==> src/rtl/captura_monto.sv <==
// Keypad amount entry for the ATM controller: accumulates decimal digits and strobes the confirmed amount.
// Optional build macro MONTO_LIMITE_EN rejects confirmed amounts above LIMITE.
//
// state    | meaning
// INACTIVO | controller not asking for an amount
// CAPTURA  | accumulating digits, waiting for enter/clear
// ENTREGA  | amount latched on MONTO, strobe issued next edge
// LIBERAR  | amount delivered, keys ignored until HABILITAR drops
module captura_monto #(
    parameter int unsigned      ANCHO       = 32,
    parameter int unsigned      MAX_DIGITOS = 9,
    parameter logic [ANCHO-1:0] LIMITE      = 32'd500000
) (
    input  logic             CLK,
    input  logic             RESET,
    input  logic             HABILITAR,
    input  logic [3:0]       TECLA,
    input  logic             TECLA_STB,
    input  logic             TECLA_ENTER,
    input  logic             TECLA_BORRAR,
    output logic [ANCHO-1:0] MONTO,
    output logic             MONTO_STB,
    output logic [3:0]       DIGITOS,
    output logic             DESBORDE,
    output logic             RECHAZO
);

    typedef enum logic [1:0] {
        INACTIVO = 2'd0,
        CAPTURA  = 2'd1,
        ENTREGA  = 2'd2,
        LIBERAR  = 2'd3
    } estado_t;

    localparam logic [3:0] MAX_D = 4'(MAX_DIGITOS);

    estado_t          estado, estado_sig;
    logic [ANCHO-1:0] acum, acum_sig;
    logic [ANCHO-1:0] acum_x10;
    logic [ANCHO-1:0] monto_sig;
    logic [3:0]       digitos_sig;
    logic             stb_sig, desborde_sig, rechazo_sig;
    logic             es_digito, excede;

    assign es_digito = (TECLA <= 4'd9);
    assign acum_x10  = (acum << 3) + (acum << 1);

`ifdef MONTO_LIMITE_EN
    assign excede = (acum > LIMITE);
`else
    // LIMITE stays referenced so the parameter list is identical in both builds.
    assign excede = (acum > LIMITE) && 1'b0;
`endif

    always_ff @(posedge CLK) begin
        if (!RESET) begin
            estado    <= INACTIVO;
            acum      <= '0;
            DIGITOS   <= '0;
            MONTO     <= '0;
            MONTO_STB <= 1'b0;
            DESBORDE  <= 1'b0;
            RECHAZO   <= 1'b0;
        end else begin
            estado    <= estado_sig;
            acum      <= acum_sig;
            DIGITOS   <= digitos_sig;
            MONTO     <= monto_sig;
            MONTO_STB <= stb_sig;
            DESBORDE  <= desborde_sig;
            RECHAZO   <= rechazo_sig;
        end
    end

    always_comb begin
        estado_sig   = estado;
        acum_sig     = acum;
        digitos_sig  = DIGITOS;
        monto_sig    = MONTO;
        stb_sig      = 1'b0;
        desborde_sig = 1'b0;
        rechazo_sig  = 1'b0;
        case (estado)
            INACTIVO: begin
                if (HABILITAR) begin
                    estado_sig  = CAPTURA;
                    acum_sig    = '0;
                    digitos_sig = '0;
                end
            end
            CAPTURA: begin
                // Losing HABILITAR mid-entry discards the entry silently.
                if (!HABILITAR) begin
                    estado_sig  = INACTIVO;
                    acum_sig    = '0;
                    digitos_sig = '0;
                end else if (TECLA_BORRAR) begin
                    acum_sig    = '0;
                    digitos_sig = '0;
                end else if (TECLA_ENTER) begin
                    if (DIGITOS == 4'd0 || excede) begin
                        rechazo_sig = 1'b1;
                    end else begin
                        monto_sig  = acum;
                        estado_sig = ENTREGA;
                    end
                end else if (TECLA_STB && es_digito) begin
                    if (DIGITOS < MAX_D) begin
                        acum_sig    = acum_x10 + {{(ANCHO-4){1'b0}}, TECLA};
                        digitos_sig = DIGITOS + 4'd1;
                    end else begin
                        desborde_sig = 1'b1;
                    end
                end
            end
            ENTREGA: begin
                stb_sig    = 1'b1;
                estado_sig = LIBERAR;
            end
            LIBERAR: begin
                if (!HABILITAR) estado_sig = INACTIVO;
            end
            default: estado_sig = INACTIVO;
        endcase
    end

endmodule

==> config.mk <==
export PLATFORM = sky130hd
export DESIGN_NAME = captura_monto
export DESIGN_NICKNAME = d
export VERILOG_FILES = /design/src/rtl/captura_monto.sv
export SDC_FILE = /design/constraint.sdc
export NUM_CORES = 1
export LEC_CHECK = 0
export CAP_MARGIN = 20
export CORE_UTILIZATION = 57
export CTS_CLUSTER_DIAMETER = 200
export CTS_CLUSTER_SIZE = 10
export DETAILED_ROUTE_END_ITERATION = 10
export GPL_TIMING_DRIVEN = 0
export HOLD_SLACK_MARGIN = 0.06
export PLACE_DENSITY = 0.8
export SLEW_MARGIN = 15
export SYNTH_ARGS = -nofsm -noshare
export SYNTH_HDL_FRONTEND = slang
export SYNTH_SLANG_ARGS = --single-unit
export TNS_END_PERCENT = 30
==> constraint.sdc <==
create_clock -name CLK -period 3.1 [get_ports CLK]
set_input_delay 0.31 -clock CLK [delete_from_list [all_inputs] [get_ports CLK]]
set_output_delay 0.31 -clock CLK [all_outputs]
set_load 0.02 [all_outputs]
==> flow_metrics.py <==
metrics = {
    "worst_setup_path": {
        "critPathKind": "flop to flop",
        "reg2reg_setup_slack_ns": -0.01,
        "cp_top_family": "compound AO/OA/AOI/OAI gates",
        "worstPathCellList": "inv_2 -> fa_1 -> inv_2 -> ha_4 -> a21oi_2 -> nand4b_1 -> a2111oi_4 -> o31ai_4 -> o21a_2 -> nor2_4 -> nor4_2 -> a311o_1",
        "worst_setup_path_start_kind": "flop",
        "worstPathMaxFanout": 3,
        "worstPathBufferInverterCount": 2,
        "critical_path_arrival_ns": 3.36,
        "cp_slowest_cell": "sky130_fd_sc_hd__a2111oi_4",
        "crit_path_max_incr_delay_ns": 0.55,
        "critical_path.most_common_cell": "sky130_fd_sc_hd__inv_2",
        "timing.critical_path.required_ns": 3.34,
        "timing.critical_path.to_type": "flop",
    },
    "floorplanning": {
        "dieArea_mm2": 0.00838,
        "core_area_mm2": 0.00773,
        "placement_rows": 32,
        "die_height_um": 91.5,
        "chipWidth_um": 91.5,
        "initial_core_util": 0.591,
        "design.portCount": 49,
    },
    "synthesis": {
        "synth_flop_cell": "sky130_fd_sc_hd__dfxtp_1",
        "yosys.area.top_type_share": 0.320,
        "post_synthesis_average_cell_area_um2": 8.36,
        "yosys.area.top_type": "sky130_fd_sc_hd__dfxtp_1",
        "yosysSeqAreaShare": 0.320,
        "synth_cell_type_count": 52,
        "syn-cell-area_mm2": 0.00457,
        "asyncSetResetFlopFracSynth": 0,
        "synth.net_count": 619,
        "synth_enable_flop_cells": 0,
        "synthesis.yosys.warnings": 0,
        "post_synth_inst_count": 547,
        "synth_top_cells_by_area": "sky130_fd_sc_hd__dfxtp_1, sky130_fd_sc_hd__ha_1, sky130_fd_sc_hd__nand2_1",
        "ys_seq_elements": 73,
    },
    "sta": {
        "layout_setup_ws_ns": -0.0145,
        "timing.final.crit_share": 1.00,
        "grt_setup_unrepaired": "yes",
        "slew-limit-headroom": 0.429,
        "setup-violations-final": 1,
        "final.min_clock_period_ns": 3.11,
        "achievable-frequency_mhz": 321,
        "worst-slew-pin-transition_ns": 0.855,
        "worst_hold_slack_ns": 0.393,
        "timing_hold_violations_final": 0,
        "clock_skew_ns": 0.00799,
        "timing.final.max_slew_violations": 0,
    },
    "global_routing": {
        "grt_pass1_wl_mm": 18.3,
        "antenna_found_initial": 0,
        "via_count_of_the_first_global_routing_pass": 3870,
        "grt_max_degree": 13,
        "grt.total_usage": 0.277,
        "overflow": 0,
    },
    "clock_tree": {
        "clk_latency_ns": 0.35,
        "postCtsHoldBufs": 0,
        "tritoncts.num_buffers": 9,
        "cts.path.max_buffers": 2,
        "cts-htree-levels": 3,
        "cts.sink_count": 73,
        "clock-root-buffer": "sky130_fd_sc_hd__clkbuf_8",
        "cts_tree": "done",
        "worst_setup_hold_path_clk_slew_ns": 0.08,
    },
    "routing": {
        "avgRoutedWirePerCell_um": 15.8,
        "vias": 4199,
        "drt_first_iter_violations": 219,
        "ant_nets": 0,
        "drt_pre_antenna_iters": 5,
        "drc": 0,
        "wirelength_mm": 11.3,
        "post_drt_via_cell_ratio": 5.85,
    },
    "run_status": {
        "violations": "setup timing",
        "status": "finished, violations left",
    },
    "placement": {
        "placed_cell_area_mm2": 0.00518,
        "globalplace.congestion": 0.959,
        "portBuffers": 48,
        "dpl.hpwl_mm": 8.41,
        "place.detailed.instances": 697,
    },
    "pwr": {
        "power_per_cell_area_mw_per_mm2": 302,
        "p_leak_nw": 2.24,
        "worst_ir_drop_vdd_mv": 0.184,
        "power_mw": 1.65,
    },
    "finish": {
        "postLayoutCellArea_mm2": 0.00548,
        "stdcell_count": 718,
        "layout-area-overhead-vs-synth_pct": 19.8,
        "filler_cell_count": 627,
        "layout-drive-gt1-share": 0.0779,
        "post-route-util": 0.709,
        "num_antenna_cells": 0,
        "count_of_nets_after_finishing": 684,
    },
    "worst_hold_path": {
        "worstHoldPathType": "primary input to flop",
    },
    "job": {
        "timing.max_cap.violations": 0,
    },
}
[where the power goes]
part / internal [mW] / switching (mW)
sequential: 0.937 / 0.000985
clock: 0.281 / 0.368
combinational: 0.0279 / 0.0374
total: 1.25 / 0.407
[metal layers]
layer	up-vias	share of wire	global-route usage
li1	2070	-	-
met5	-	0	0
met1	1964	0.46	0.365
met2	136	0.46	0.452
met4	0	0.030	0.106
met3	29	0.056	0.0477
[worst paths after layout]
kind | start | end | depth (start not counted)
max | acum[0] | acum[31] | 12
min | TECLA[3] | DESBORDE | 4
max reg2reg | acum[0] | acum[31] | 12
min reg2reg | MONTO[7] | MONTO[7] | 2
[through the flow]
step / setup slack [ns] / setup TNS [ns]
after global routing: -0.115 / -0.419
after global placement: -0.544 / -6.45
after floorplan: 0.238 / 0
after CTS: 0.00302 / 0
final: -0.0145 / -0.0145
after detailed placement: -0.566 / -6.57
[layout make-up]
| cell class | instances | area, um^2 | area share |
|---|---|---|---|
| well taps | 102 | 128 | 0.0233 |
| plain buffers | 25 | 97.6 | 0.0178 |
| clock buffers | 9 | 124 | 0.0226 |
| repair buffers | 54 | 528 | 0.0964 |
| multi-input cells | 429 | 3020 | 0.552 |
| flip-flops and latches | 73 | 1470 | 0.268 |
| clock inverters | 6 | 36.3 | 0.00662 |
| inverters | 20 | 75.1 | 0.0137 |
[timing repair]
item / 4_1_cts / 5_1_grt
endpoints found under the hold margin: 0 / 0
pin swaps: 5 / 12
setup endpoints to repair: 10 / 13
gates resized for setup: 10 / 11
buffers inserted: 3 / 3
[sequential cells by signal (all words and copies together) (netlist names), named ones only]
register	count
estado	1
acum	32
MONTO	32
DIGITOS	4
RECHAZO	1
DESBORDE	1
MONTO_STB	1
[cell usage in the layout, fill, tap and decap left out, types with 9 or more instances in the layout]
master,synthesis,final
sky130_fd_sc_hd__a21boi_0,35,35
sky130_fd_sc_hd__a21o_1,12,12
sky130_fd_sc_hd__a21oi_1,22,19
sky130_fd_sc_hd__a22oi_1,14,13
sky130_fd_sc_hd__clkbuf_1,22,22
sky130_fd_sc_hd__clkbuf_8,0,9
sky130_fd_sc_hd__clkdlybuf4s50_1,0,47
sky130_fd_sc_hd__dfxtp_1,73,71
sky130_fd_sc_hd__ha_1,60,59
sky130_fd_sc_hd__inv_1,20,18
sky130_fd_sc_hd__nand2_1,104,104
sky130_fd_sc_hd__nand3_1,12,12
sky130_fd_sc_hd__nor2_1,20,20
sky130_fd_sc_hd__nor2b_1,18,18
sky130_fd_sc_hd__o21ai_0,21,20
sky130_fd_sc_hd__o21ai_1,12,12
sky130_fd_sc_hd__xnor2_1,13,13
sky130_fd_sc_hd__xor2_1,11,11
[synthesized netlist by cell type, types with 4 or more instances]
cell type                  number
sky130_fd_sc_hd__nand2_1      104
sky130_fd_sc_hd__dfxtp_1       73
sky130_fd_sc_hd__ha_1          60
sky130_fd_sc_hd__a21boi_0      35
sky130_fd_sc_hd__a21oi_1       22
sky130_fd_sc_hd__clkbuf_1      22
sky130_fd_sc_hd__o21ai_0       21
sky130_fd_sc_hd__inv_1         20
sky130_fd_sc_hd__nor2_1        20
sky130_fd_sc_hd__nor2b_1       18
sky130_fd_sc_hd__a22oi_1       14
sky130_fd_sc_hd__xnor2_1       13
sky130_fd_sc_hd__a21o_1        12
sky130_fd_sc_hd__nand3_1       12
sky130_fd_sc_hd__o21ai_1       12
sky130_fd_sc_hd__xor2_1        11
sky130_fd_sc_hd__and2_1         7
sky130_fd_sc_hd__nand4_1        7
sky130_fd_sc_hd__a31oi_1        6
sky130_fd_sc_hd__o21bai_1       5
sky130_fd_sc_hd__nand2b_1       4
sky130_fd_sc_hd__o21a_1         4
[worst register-to-register path, stage by stage, from the launching register on]
cell                        delay, ns
sky130_fd_sc_hd__dfxtp_4         0.37
sky130_fd_sc_hd__inv_2           0.04
sky130_fd_sc_hd__fa_1            0.51
sky130_fd_sc_hd__inv_2           0.06
sky130_fd_sc_hd__ha_4            0.26
sky130_fd_sc_hd__a21oi_2         0.06
sky130_fd_sc_hd__nand4b_1        0.32
sky130_fd_sc_hd__a2111oi_4       0.55
sky130_fd_sc_hd__o31ai_4         0.14
sky130_fd_sc_hd__o21a_2          0.26
sky130_fd_sc_hd__nor2_4          0.12
sky130_fd_sc_hd__nor4_2          0.04
sky130_fd_sc_hd__a311o_1         0.27
[kinds of logic after synthesis]
family,after synthesis,synth area share
AO/OA/AOI/OAI,158,0.240
XOR/XNOR,24,0.0460
adder cells (fa/ha/maj),62,0.173
buffers and inverters,45,0.0378
flip-flops,73,0.320
AND/OR/NAND/NOR,185,0.183
(Power assumes the default switching activity.)
